**config.mk**
```make
export PLATFORM = sky130hd
export DESIGN_NAME = xlr8_lfsr_mc
export DESIGN_NICKNAME = d
export VERILOG_FILES = /design/src/rtl/xlr8_lfsr_pkg.sv /design/src/rtl/xlr8_lfsr_mc_core.sv /design/src/rtl/xlr8_lfsr_mc.sv
export SDC_FILE = /design/constraint.sdc
export NUM_CORES = 1
export LEC_CHECK = 0
export ABC_AREA = 0
export CAP_MARGIN = 10
export CORE_UTILIZATION = 59
export DETAILED_ROUTE_END_ITERATION = 7
export GPL_ROUTABILITY_DRIVEN = 1
export PLACE_DENSITY = 0.82
export SETUP_SLACK_MARGIN = 0.1
export SLEW_MARGIN = 20
export SYNTH_ARGS = -nofsm -noshare
export SYNTH_HDL_FRONTEND = slang
export SYNTH_SLANG_ARGS = --single-unit
```
**constraint.sdc**
```tcl
create_clock -name clk -period 2.7 [get_ports clk]
set_input_delay 0.54 -clock clk [delete_from_list [all_inputs] [get_ports clk]]
set_output_delay 0.54 -clock clk [all_outputs]
set_load 0.03 [all_outputs]
```
**src/rtl/xlr8_lfsr_pkg.sv**
```systemverilog
// Shared register map, bit positions, sequencer states and default tap masks
// for the xlr8_lfsr_mc XB.
package xlr8_lfsr_pkg;

    localparam logic [2:0] REG_CTRL    = 3'd0;
    localparam logic [2:0] REG_STATUS  = 3'd1;
    localparam logic [2:0] REG_BYTESEL = 3'd2;
    localparam logic [2:0] REG_SEED    = 3'd3;
    localparam logic [2:0] REG_TAP     = 3'd4;
    localparam logic [2:0] REG_DATA    = 3'd5;
    localparam int unsigned NUM_REGS   = 6;

    localparam int unsigned CTRL_RUN       = 0;
    localparam int unsigned CTRL_LONG_HB   = 1;
    localparam int unsigned CTRL_LOAD      = 2;
    localparam int unsigned CTRL_STEPS_LSB = 4;

    localparam int unsigned STATUS_BUSY = 0;
    localparam int unsigned STATUS_ZFIX = 1;
    localparam int unsigned STATUS_OVR  = 2;

    typedef enum logic {StIdle, StBurst} seq_state_e;

    // Maximal-length Galois tap masks.
    localparam logic [7:0]  TAPS_W8  = 8'hB8;
    localparam logic [15:0] TAPS_W16 = 16'hB400;
    localparam logic [23:0] TAPS_W24 = 24'hE10000;
    localparam logic [31:0] TAPS_W32 = 32'hA3000000;

endpackage

```
**src/rtl/xlr8_lfsr_mc_core.sv**
```systemverilog
// Galois LFSR datapath: state and tap registers with load, zero-seed fix-up,
// zero-tap fallback and single-step advance.
module xlr8_lfsr_mc_core #(
    parameter int unsigned      WIDTH    = 16,
    parameter logic [WIDTH-1:0] DEF_TAPS = '0
) (
    input  logic             i_clk,
    input  logic             i_rstn,
    input  logic             i_load,
    input  logic             i_step,
    input  logic [WIDTH-1:0] i_seed,
    input  logic [WIDTH-1:0] i_taps,
    output logic [WIDTH-1:0] o_state
);

    logic [WIDTH-1:0] r_state;
    logic [WIDTH-1:0] r_taps;
    logic [WIDTH-1:0] w_feedback;

    assign w_feedback = r_state[0] ? r_taps : '0;

    always_ff @(posedge i_clk or negedge i_rstn) begin
        if (!i_rstn) begin
            r_state <= WIDTH'(1);
            r_taps  <= DEF_TAPS;
        end else if (i_load) begin
            // An all-zero state would lock the LFSR up, so it is forced to 1.
            r_state <= (i_seed == '0) ? WIDTH'(1) : i_seed;
            r_taps  <= (i_taps == '0) ? DEF_TAPS : i_taps;
        end else if (i_step) begin
            r_state <= (r_state >> 1) ^ w_feedback;
        end
    end

    assign o_state = r_state;

endmodule

```
**src/rtl/xlr8_lfsr_mc.sv**
```systemverilog
// XLR8 data-memory-bus XB: WIDTH-bit Galois LFSR with staged seed/taps, atomic
// snapshot reads, burst-step sequencer and heartbeat output.
module xlr8_lfsr_mc
    import xlr8_lfsr_pkg::*;
#(
    parameter logic [7:0]  BASE_ADDR    = 8'h0,
    parameter int unsigned WIDTH        = 16,
    parameter logic [31:0] DEFAULT_TAPS = 32'h0000_B400,
    parameter int unsigned HB_BITS      = 24
) (
    input  logic       clk,
    input  logic       rstn,
    input  logic       clken,
    input  logic [7:0] dbus_in,
    output logic [7:0] dbus_out,
    output logic       io_out_en,
    input  logic [7:0] ramadr,
    input  logic       ramre,
    input  logic       ramwe,
    input  logic       dm_sel,
    input  logic       hb_enable,
    output logic       heartbeat
);

    localparam int unsigned NBYTES = WIDTH / 8;
    localparam int unsigned BSW    = (NBYTES > 1) ? $clog2(NBYTES) : 1;

    if (!(WIDTH == 8 || WIDTH == 16 || WIDTH == 24 || WIDTH == 32)) begin : g_bad_width
        $error("xlr8_lfsr_mc: WIDTH must be 8, 16, 24 or 32");
    end
    if (HB_BITS < 5) begin : g_bad_hb
        $error("xlr8_lfsr_mc: HB_BITS must be at least 5");
    end

    logic [7:0]         w_off;
    logic               w_hit;
    logic [31:0]        w_bs_idx;
    logic               w_bs_ok;
    logic               w_wr_en;
    logic               w_rd_en;
    logic               w_ctrl_wr;
    logic               w_load;
    logic               w_status_rd;
    logic               w_data_rd0;
    logic               w_busy;
    logic               w_step;
    logic [WIDTH-1:0]   w_state;
    logic [WIDTH-1:0]   w_seed_flat;
    logic [WIDTH-1:0]   w_tap_flat;
    seq_state_e         w_fsm_d;
    logic [3:0]         w_cnt_d;

    logic               r_run;
    logic               r_long_hb;
    logic [3:0]         r_steps;
    logic [BSW-1:0]     r_bytesel;
    logic               r_zfix;
    logic               r_ovr;
    logic [WIDTH-1:0]   r_snap;
    logic [7:0]         r_seed_stage [NBYTES];
    logic [7:0]         r_tap_stage  [NBYTES];
    seq_state_e         r_fsm;
    logic [3:0]         r_cnt;
    logic [HB_BITS-1:0] r_hb_cnt;

    // Offset subtraction wraps in 8 bits, matching BASE_ADDR+k on the bus.
    assign w_off       = ramadr - BASE_ADDR;
    assign w_hit       = dm_sel && (w_off < 8'(NUM_REGS));
    assign io_out_en   = w_hit && ramre;
    assign w_bs_idx    = 32'(r_bytesel);
    assign w_bs_ok     = w_bs_idx < NBYTES;

    assign w_wr_en     = clken && ramwe && w_hit;
    assign w_rd_en     = clken && ramre && w_hit;
    assign w_ctrl_wr   = w_wr_en && (w_off[2:0] == REG_CTRL);
    assign w_load      = w_ctrl_wr && dbus_in[CTRL_LOAD];
    assign w_status_rd = w_rd_en && (w_off[2:0] == REG_STATUS);
    assign w_data_rd0  = w_rd_en && (w_off[2:0] == REG_DATA) && (w_bs_idx == 0);
    assign w_busy      = (r_fsm == StBurst);
    // RUN and a burst never stack: at most one step per edge.
    assign w_step      = clken && (r_run || w_busy);

    always_comb begin
        w_seed_flat = '0;
        w_tap_flat  = '0;
        for (int i = 0; i < NBYTES; i++) begin
            w_seed_flat[8*i +: 8] = r_seed_stage[i];
            w_tap_flat[8*i +: 8]  = r_tap_stage[i];
        end
    end

    xlr8_lfsr_mc_core #(
        .WIDTH    (WIDTH),
        .DEF_TAPS (DEFAULT_TAPS[WIDTH-1:0])
    ) u_core (
        .i_clk   (clk),
        .i_rstn  (rstn),
        .i_load  (w_load),
        .i_step  (w_step),
        .i_seed  (w_seed_flat),
        .i_taps  (w_tap_flat),
        .o_state (w_state)
    );

    always_ff @(posedge clk or negedge rstn) begin
        if (!rstn) begin
            r_run     <= 1'b0;
            r_long_hb <= 1'b0;
            r_steps   <= '0;
            r_bytesel <= '0;
            r_zfix    <= 1'b0;
            r_ovr     <= 1'b0;
            r_snap    <= '0;
            for (int i = 0; i < NBYTES; i++) begin
                r_seed_stage[i] <= '0;
                r_tap_stage[i]  <= DEFAULT_TAPS[8*i +: 8];
            end
        end else if (clken) begin
            if (w_ctrl_wr) begin
                r_run     <= dbus_in[CTRL_RUN];
                r_long_hb <= dbus_in[CTRL_LONG_HB];
                r_steps   <= dbus_in[CTRL_STEPS_LSB +: 4];
            end
            if (w_wr_en && (w_off[2:0] == REG_BYTESEL)) r_bytesel <= dbus_in[BSW-1:0];
            if (w_wr_en && (w_off[2:0] == REG_SEED) && w_bs_ok) begin
                r_seed_stage[r_bytesel] <= dbus_in;
            end
            if (w_wr_en && (w_off[2:0] == REG_TAP) && w_bs_ok) begin
                r_tap_stage[r_bytesel] <= dbus_in;
            end
            if (w_data_rd0) r_snap <= w_state;
            // Setting an event wins over a same-cycle STATUS read clear.
            if (w_load && (w_seed_flat == '0)) r_zfix <= 1'b1;
            else if (w_status_rd)              r_zfix <= 1'b0;
            if (w_data_rd0 && w_busy)          r_ovr  <= 1'b1;
            else if (w_status_rd)              r_ovr  <= 1'b0;
        end
    end

    always_ff @(posedge clk or negedge rstn) begin
        if (!rstn) begin
            r_fsm <= StIdle;
            r_cnt <= '0;
        end else begin
            r_fsm <= w_fsm_d;
            r_cnt <= w_cnt_d;
        end
    end

    always_comb begin
        w_fsm_d = r_fsm;
        w_cnt_d = r_cnt;
        if (w_load) begin
            w_fsm_d = StIdle;
            w_cnt_d = '0;
        end else if (clken) begin
            unique case (r_fsm)
                StIdle: begin
                    if (w_data_rd0) begin
                        w_fsm_d = StBurst;
                        w_cnt_d = r_steps;
                    end
                end
                StBurst: begin
                    if (r_cnt == '0) w_fsm_d = StIdle;
                    else             w_cnt_d = r_cnt - 4'd1;
                end
                default: w_fsm_d = StIdle;
            endcase
        end
    end

    always_comb begin
        dbus_out = 8'h00;
        if (w_hit) begin
            case (w_off[2:0])
                REG_CTRL:    dbus_out = {r_steps, 2'b00, r_long_hb, r_run};
                REG_STATUS:  dbus_out = {5'd0, r_ovr, r_zfix, w_busy};
                REG_BYTESEL: dbus_out = 8'(r_bytesel);
                REG_SEED:    if (w_bs_ok) dbus_out = r_seed_stage[r_bytesel];
                REG_TAP:     if (w_bs_ok) dbus_out = r_tap_stage[r_bytesel];
                REG_DATA: begin
                    if (w_bs_idx == 0) dbus_out = w_state[7:0];
                    else if (w_bs_ok)  dbus_out = r_snap[8*w_bs_idx +: 8];
                end
                default:     dbus_out = 8'h00;
            endcase
        end
    end

    always_ff @(posedge clk or negedge rstn) begin
        if (!rstn) r_hb_cnt <= '0;
        else       r_hb_cnt <= r_hb_cnt + 1'b1;
    end

    assign heartbeat = hb_enable &
                       (r_long_hb ? r_hb_cnt[HB_BITS-1] : r_hb_cnt[HB_BITS-4]);

endmodule

```
Yosys cells after proc, flatten, opt, wreduce, memory -nomap -nowiden
Cells that the tools add are included.
- bits in registers: 118
- bits in latches: 0
- RAM bits: 0
- bits in read-only memories: 0
- input bits: 23
- output and inout bits: 10
- memories kept: 0
- $add $sub $neg: 2
- $mul: 0
- div/mod/pow operators: 0
- $lt $le $gt $ge: 4
- equality and inequality tests: 7
- shift-type cells: 1
- mux-type cells: 35
- bitwise logic cells: 4
- reduce and logical (&&, ||, !) cells: 38
- operator list (cell ; count):
    2-to-1 mux 8 bit ; 12
    2-to-1 mux 16 bit ; 5
    one-hot mux 8 bit (6 select lines) ; 1
    bitwise mux 16 bit ; 2
    logical NOT 16 bit ; 2
    logical NOT 32 bit ; 1
    adder 24 x 1 -> 24 bit, second input constant ; 1
    logical AND 1 bit ; 20
    2-to-1 mux 4 bit ; 4
    variable part select 16 x 5 -> 8 bit ; 1
    XOR 15 x 16 -> 16 bit ; 1
    AND reduction 2 bit ; 7
    demux 8 bit (select 1 bit) ; 1
    < comparator 8 x 3 -> 1 bit, second input constant ; 1
    2-to-1 mux 1 bit ; 8
    one-hot mux 4 bit (2 select lines) ; 1
    nonzero test 2 bit ; 4
    == test 3 x 2 -> 1 bit, second input constant ; 2
    == test 3 bit, second input constant ; 2
    inequality test 3 bit, second input constant ; 2
    logical NOT 4 bit ; 1
    subtractor 4 x 1 -> 4 bit, second input constant ; 1
    == test 3 x 1 -> 1 bit, second input constant ; 1
    logical NOT 3 bit ; 1
    9 further kinds ; 9

Logic depth before layout (Yosys ltp)
Gate-level depths: netlist (run 1).
- depth in word-level cells: 9
- gate-level depth with buffers: 8
- depth with buffers taken out: 7

Modules after synthesis
A second synthesis (run 1) with hierarchy kept.
- cells, all modules: 510
- area total of the unflattened synthesis: 5626.6 um^2
- by module, submodules not included (module ; instances ; cells each ; area an instance (um^2) ; seq. area each (um^2)):
    xlr8_lfsr_mc ; 1 ; 361 ; 3921.3 ; 1956.9
    xlr8_lfsr_mc_core ; 1 ; 149 ; 1705.4 ; 807.0

Worst setup path after synthesis (run 1)
Ideal clock, no wire load.
- path type: input-to-output
- start: in ramadr[6]
- end: out dbus_out[3]
- arrival: 2.395 ns
- data required time: 2.160 ns
- setup slack: -0.235 ns
- stages on the path: 4
- path buffers: 1
- path through: or4_4 -> a211o_4 -> clkbuf_1 -> a211oi_1
- cells in the longest elaborated chain, start to end: 3
- ends and longest elaborated chain (what ; RTL line ; RTL):
    from (decl) ; xlr8_lfsr_mc.sv:17 ; input logic [7:0] ramadr,
    < comparator 8 x 3 -> 1 bit ; xlr8_lfsr_mc.sv:68 ; assign w_hit = dm_sel && (w_off < 8'(NUM_REGS));
    logical AND 1 bit ; xlr8_lfsr_mc.sv:68 ;
    2-to-1 mux 8 bit ; xlr8_lfsr_mc.sv:175 ; if (w_hit) begin
    to (decl) ; xlr8_lfsr_mc.sv:15 ; output logic [7:0] dbus_out,
No other way between the ends.

Worst setup path in the final report (run 1)
- start: reg r_bytesel
- end: out dbus_out[6]
- cells in the longest elaborated chain, start to end: 7
- elaborated cells between the ends (all ways): 16
- classes of those cells: order compare: 1; shift: 1; mux: 12; bitwise: 1; reduce/logical: 1
- ends and longest elaborated chain (what ; RTL line ; RTL):
    from (decl) ; xlr8_lfsr_mc.sv:56 ; logic [BSW-1:0] r_bytesel;
    from (signal assigned) ; xlr8_lfsr_mc.sv:124 ; if (w_wr_en && (w_off[2:0] == REG_BYTESEL)) r_bytesel <= dbus_in[BSW-1:0];
    parallel branches: the longest is 5 deep, another holds variable part select 16 x 5 -> 8 bit ; -- ;
    one-hot mux 8 bit (6 select lines) (*) ; xlr8_lfsr_mc.sv:176 ; case (w_off[2:0])
    2-to-1 mux 8 bit (*) ; xlr8_lfsr_mc.sv:175 ;
Mark *: on every way between the ends. The select of a mux whose other input is x is not followed.

==> results by group, run 1 <==
Logic synthesis
  – Synth area leaders: dfrtp_1, mux2_2, nand2_1
  – Ys async rst share: 100%
  – Post-synthesis sequential area ratio: 50.7%
  – Post-synthesis mux area share: between 10 and 15%
  – XOR/XNOR Fraction of Synth Area: 5.78%
  – Post-synthesis adder-cell area fraction: 0.688%
  – Largest family of logic cells by synthesized area: simple AND/OR/NAND/NOR gates
  – Seq cells post-synth: 110
  – Compound-Gate Fraction of Synth Area: 9.63%
  – Synth Cell Area: roughly 0.0055 mm²
  – Area leader, netlist: dfrtp_1
  – Library cells used by synthesis: between 40 and 50
  – Synth Area per Inst: 9.78 µm²
  – Top cell type's share of synthesized area: 46.3%
  – Syn_nets: 584
  – Synth warn: 0
  – Synth Area in Simple Gates: 19.2%
  – Syn Inst Count: 558
  – Main flop type after synthesis: dfrtp_1
  – Number of enable flip-flop cells after synthesis: 0

Cells and area
  – Share of cells above drive strength 1: 23.3%
  – Layout area overhead: 19.1%
  – Most frequent cells in the layout: nand2_1, dfrtp_1, nor2_1
  – Final antenna diode count: 0
  – Fillers: 610
  – Final nets: 647
  – Final core utilization: 73.4%
  – Commonest non-fill, non-tap cell in the layout: nand2_1
  – Area of the multi-input gates: 0.00263 mm²
  – Register area: 0.00276 mm²

Floorplan
  – Die Y: 98.2 µm
  – Core box area: 0.00885 mm²
  – Initial Util: between 60% and 70%
  – Die Area: approximately 0.0096 mm²
  – Row cnt: 34
  – I/O pins: 33
  – Width of the chip: 98.2 µm

STA
  – Final count of pins violating max slew: 0
  – Tmin final: approximately 2.6 ns
  – Fmax: ~0.38 GHz
  – Slew Limit Headroom: 53.2%
  – Final Skew: 0.00738 ns
  – Setup TNS: 0 ns
  – RSZ-0062 raised after global routing: yes
  – Period Utilization, post-route: a little over nine tenths
  – Count of final setup violators: 0
  – Slew @ Worst Pin: around 0.7 ns
  – Hold Vio Cnt, Final: 0

Placed design
  – PortBufs: 32
  – DP HPWL: 9780 µm
  – GPL Wtd Cong: 0.987

Detailed routing
  – Vias per inst: roughly 6.2
  – Routed vias: 4539
  – Drt total wl: between 10000 and 15000 µm
  – Routed Antenna Nets: 0
  – Drt drc: 0
  – Routed WL per cell: 19.0 µm
  – Initial DRC count: between 600 and 700
  – First-pass DRT Iterations: 6

CTS
  – CTS Sinks: 110
  – Number of buffers inserted by hold repair at cts: 0
  – CTS tree: done
  – Worst-skew pair later-pin latency: 0.37 ns
  – TritonCTS buffer count: 9
  – Root buffer cell: clkbuf_8
  – CTS max path bufs: 2
  – Htree depth: 3
  – Reg clk slew, reported paths: 0.10 ns

Critical path
  – Worst Path Max Fanout: 17
  – Reg-to-reg startpoint: r_cnt[0]
  – Worst EP arrival: about 2.1 ns
  – Reg2reg path depth: 7
  – Reg2Reg Setup Slack: approximately 0.68 ns
  – Critical path type: register to output port
  – Reg-to-Reg End: r_cnt[0]
  – Req. time, crit path: 2.16 ns
  – Worst Setup End Kind: output port
  – Startpoint Class: register

Power and ir drop
  – Leak: a little under 3 nW
  – Pwr/cell area: 471 mW/mm²
  – Peak supply drop: 377 µV

Status
  – Status: completed

Global routing
  – Largest net degree at the start of global routing: a little over 80
  – GRT Util Overall: 30.6%
  – Vias in the first global route: ~4500
  – Total gr overflow: 0
  – Antenna violations before repair: 0
  – First-pass GRT wire length: 22800 µm

Min path
  – Worst Hold Class: input pin to asynchronous set/reset pin

Run
  – Number of max-cap violations: 0
[worst max-delay path, cell delays in order (launching register included)]
cell,delay (ns)
dfrtp_1,0.48
buf_4,0.31
mux2i_1,0.27
nor2_1,0.08
a21oi_1,0.32
a21oi_4,0.10
buf_6,0.15
[report_power, final]
part	total (W)	internal [W]	leakage (nW)	switching, W
clock	0.000930	0.000353	0.0929	0.000577
combinational	0.000374	0.000155	1.35	0.000220
sequential	0.00176	0.00169	1.47	0.0000658
[sequential cells by signal, indices dropped and copies added (netlist names)]
name            flops
r_zfix              1
r_bytesel           1
r_cnt               4
r_seed_stage       16
r_hb_cnt           24
u_core.r_taps      16
r_ovr               1
r_long_hb           1
r_fsm               1
u_core.o_state     16
r_run               1
r_snap              8
r_tap_stage        16
r_steps             4
[metal layers]
metal  track usage [%]  vias to the layer above  wire [µm]
li1                  -                     2059          -
met3              6.23                       57        947
met2              50.1                      206       6590
met5                 0                        -          0
met4              13.0                        0        612
met1              39.9                     2217       5800
[worst max-delay path by stage]
stage,end,depth (start not counted),start,slack (ns)
2_1_floorplan,dbus_out[3],4,ramadr[6],-0.02
3_3_place_gp,dbus_out[1],6,ramadr[6],-0.17
3_5_place_dp,r_cnt[0],6,ramadr[6],-0.22
4_1_cts,dbus_out[6],6,ramadr[3],0.09
5_1_grt,dbus_out[6],6,r_bytesel,0.03
6_report,dbus_out[6],6,r_bytesel,0.07
[cell usage after synthesis, drive strengths merged, types with 2 or more instances]
cell type	instances
mux2i	15
a31oi	2
a221oi	6
xnor2	19
inv	13
a21oi	38
nor2	47
and4	4
nand2b	6
nand4	7
dfrtp	101
dfstp	9
mux2	40
nor3	15
clkbuf	22
ha	3
nor4b	2
or4	3
a211oi	3
and3	4
o21ai	18
buf	6
nor2b	2
a22oi	6
xor2	17
a311o	2
nor4	11
nand2	104
nand3	19
a21o	6
[what timing repair did]
action | in CTS | in global routing
cloned | 2 | 0
pin swaps | 5 | 3
gates resized for setup | 27 | 10
setup endpoints to repair | 9 | 8
buffers inserted | 3 | 1
[metrics by stage]
stage          instance area [µm²]  total power, W  instances  hold WS, ns  setup slack, ns
3_3_place_gp                  6170         0.00212        712        0.450           -0.173
4_1_cts                       6460         0.00307        733       0.0928           0.0896
3_5_place_dp                  6170         0.00214        712        0.454           -0.217
2_1_floorplan                 5480         0.00198        558        0.244          -0.0216
5_1_grt                       6500         0.00319        734       0.0963           0.0281
6_report                      6500         0.00306        734       0.0954           0.0665
[final cells by class]
type                       instances  area share (%)
sequential                       110            42.5
tap                              108            2.08
clock buffer                      10            1.96
inverter                          13           0.751
timing repair buffer              80            11.3
multi-input combinational        407            40.5
clock inverter                     6           0.847
[cell families (layout without fill, tap and decap cells)]
| family | count (synthesis) | in the layout |
|---|---|---|
| compound gates | 86 | 86 |
| xor+xnor | 36 | 36 |
| fa+ha+maj | 3 | 3 |
| buf+inv | 41 | 109 |
| flops | 110 | 110 |
| mux | 55 | 55 |
| simple gates | 227 | 227 |
No activity file was read; power rests on OpenSTA's default activity.
==> run 2: changes to the inputs <==
- CORE_MARGIN: default -> 1
==> results of run 2 <==
Same layout as run 1: the final DEF is identical, and so are final timing and power.
==> run 3: changes to the inputs <==
- CORE_UTILIZATION: 59 -> 62
- CTS_BUF_LIST: default -> sky130_fd_sc_hd__clkbuf_4 sky130_fd_sc_hd__clkbuf_8
- GPL_TIMING_DRIVEN: default -> 0
- PLACE_DENSITY: 0.82 -> 0.86
==> run 3 against run 2 <==
Compared with the run above:
- setup slack improved by 0.031 ns
- design area is 1.6% lower
- first-iteration DRC count up 20%
- worst hold slack got worse by 0.072 ns
- highest routed layer unchanged
==> results by group, run 3 (same netlist as run 1, synthesis figures left out) <==
Status
  – Status: completed

Power and ir drop
  – Leak: 2.86 nW (-2.1%)
  – Peak supply drop: 373 µV (-1.1%)
  – Pwr/cell area: 498 mW/mm² (+5.7%)
  – Pwr Total: 0.00318 W (+4.0%)

Cells and area
  – Final antenna diode count: 0 (unchanged)
  – Most frequent cells in the layout: nand2_1, dfrtp_1, nor2_1
  – Layout area overhead: 17.2%
  – Share of cells above drive strength 1: 20.2% (-3.2 points)
  – Final nets: 641 (-0.93%)
  – Largest register FFs: 24 (unchanged)
  – Commonest non-fill, non-tap cell in the layout: nand2_1
  – Largest Register: r_hb_cnt
  – Post-route cell area: 0.00639 mm² (-1.6%)
  – Non-Filler Instances: 725 (-1.2%)

CTS
  – Reg clk slew, reported paths: 0.10 ns (about the same)
  – CTS tree: done
  – Root buffer cell: clkbuf_8
  – TritonCTS buffer count: 9 (unchanged)
  – Worst-skew pair later-pin latency: 0.38 ns (about the same)
  – Htree depth: 3 (unchanged)
  – Number of buffers inserted by hold repair at cts: 0 (unchanged)
  – CTS Sinks: 110 (unchanged)
  – CTS max path bufs: 2 (unchanged)

Global routing
  – Largest net degree at the start of global routing: 82 (+1.2%)
  – Antenna violations before repair: 0 (unchanged)
  – First-pass GRT wire length: 23100 µm (+1.1%)
  – Vias in the first global route: 4437 (-1.5%)
  – GRT Util Overall: 34.4% (+3.8 points)
  – Total gr overflow: 0 (unchanged)

Placed design
  – DP HPWL: 10100 µm (+2.9%)
  – Dpl cells: 696 (-2.2%)
  – Placed cell area: 0.00596 mm² (-3.4%)
  – PortBufs: 32 (unchanged)
  – GPL Wtd Cong: 0.960 (-2.8%)
  – DP Worst Slack: -1.36 ns (-1.14 ns)

Floorplan
  – Initial Util: 65.1% (+3.4 points)
  – Width of the chip: 95.8 µm (-2.4%)
  – Row cnt: 33 (-2.9%)
  – I/O pins: 33 (unchanged)
  – Die Area: 0.00918 mm² (-4.7%)
  – Core box area: 0.00838 mm² (-5.3%)
  – Die Y: 95.8 µm (-2.4%)

Critical path
  – Critical path type: input pin to output port
  – Worst Path Max Fanout: 5 (-12)
  – Worst path max stage delay: 0.23 ns (-0.25 ns)
  – Worst Setup End Kind: output port
  – Startpoint Class: input pin
  – CP bufs+invs: 4 (+2)
  – Req. time, crit path: 2.16 ns (about the same)
  – Reg2Reg Setup Slack: 0.46 ns (-0.22 ns)
  – Crit path cell chain: clkdlybuf4s15_1, clkbuf_8, nand2b_4, nor2_4, buf_8, a22oi_1, a21o_1, a21oi_2, buf_6
  – CP top delay family: buffers and inverters
  – Worst EP arrival: 2.06 ns (-0.03 ns)
  – Slowest CP cell: clkdlybuf4s15_1

Detailed routing
  – Drt total wl: 14600 µm (+4.8%)
  – Drt drc: 0 (unchanged)
  – Routed WL per cell: 20.2 µm (+6.1%)
  – Routed Antenna Nets: 0 (unchanged)
  – Initial DRC count: 726 (+20%)
  – First-pass DRT Iterations: 7 (+1)
  – Vias per inst: 6.38 (+3.1%)
  – Routed vias: 4622 (+1.8%)

STA
  – Final count of pins violating max slew: 0 (unchanged)
  – Period Utilization, post-route: 96.4% (-1.1 points)
  – RSZ-0062 raised after global routing: yes
  – Final Skew: 0.0155 ns (+0.00811 ns)
  – Tmin final: 2.60 ns (-0.0306 ns)
  – PnR worst setup slack: 0.0971 ns (+0.0306 ns)
  – Count of final setup violators: 0 (unchanged)
  – Hold Vio Cnt, Final: 0 (unchanged)
  – Slew Limit Headroom: 48.4% (-4.7 points)
  – Fmax: 0.384 GHz (+1.2%)
  – Slew @ Worst Pin: 0.767 ns (+0.0668 ns)

Run
  – Number of max-cap violations: 0 (unchanged)

Min path
  – Worst Hold Class: input pin to asynchronous set/reset pin
run 3: cell count changes in the layout (fill, tap and decap cells not counted), sizes merged:
cell,previous run,this run
buf,58,33
dlygate4sd2,3,1
clkinv,4,2
clkbuf,11,32
bufinv,0,1
clkinvlp,0,1
run 3: final timing paths:
kind | start | to | cells after the start
max reg2reg | r_fsm | u_core.o_state[7] | 6
min in group clk | r_hb_cnt[19] | r_hb_cnt[19] | 1
max | ramadr[2] | dbus_out[7] | 9
min | rstn | u_core.r_taps[4] | 1
min reg2reg | r_hb_cnt[19] | r_hb_cnt[19] | 1
max in group asynchronous | rstn | r_tap_stage[5] | 2
run 3: per-layer routing:
layer	up-vias	wire length [µm]	global-route usage, %	part of all wire (%)
li1	2047	-	-	-
met3	61	1300	5.61	8.9
met4	0	656	16.3	4.5
met1	2254	5590	44.9	38
met2	260	7080	56.2	48
met5	-	0	0	0
run 3: per-stage QoR:
stage | setup TNS, ns | util [%] | hold WS [ns]
finish | 0 | 76.3 | 0.0238
global route | 0 | 76.3 | 0.0255
CTS | 0 | 75.8 | 0.0231
detailed placement | -34.07 | 71.2 | 0.433
global placement | -326.89 | 70.8 | 0.450
floorplan | -0.0249 | - | 0.244
run 3: area by class of cell:
class,count,area [µm²]
Timing Repair Buffer,47,437
Multi-Input combinational cell,407,2600
Tap cell,105,131
Clock inverter,6,80.1
Fill cell,567,1990
Clock buffer,10,131
Inverter,13,48.8
Buffer,27,204
Sequential cell,110,2760
run 3: repair_timing:
action / CTS / global route
gates resized for setup: 105 / 10
pin swaps: 6 / 7
setup buffers: 7 / 4
endpoints found under the setup margin: 57 / 8
gates cloned: 3 / 0
run 3: power by group:
| part | internal (W) | leakage (nW) | total, W | switching, W |
|---|---|---|---|---|
| registers | 0.00169 | 1.47 | 0.00174 | 0.0000483 |
| logic | 0.000159 | 1.28 | 0.000398 | 0.000239 |
| clock network | 0.000456 | 0.104 | 0.00105 | 0.000589 |
| total | 0.00230 | 2.86 | 0.00318 | 0.000877 |
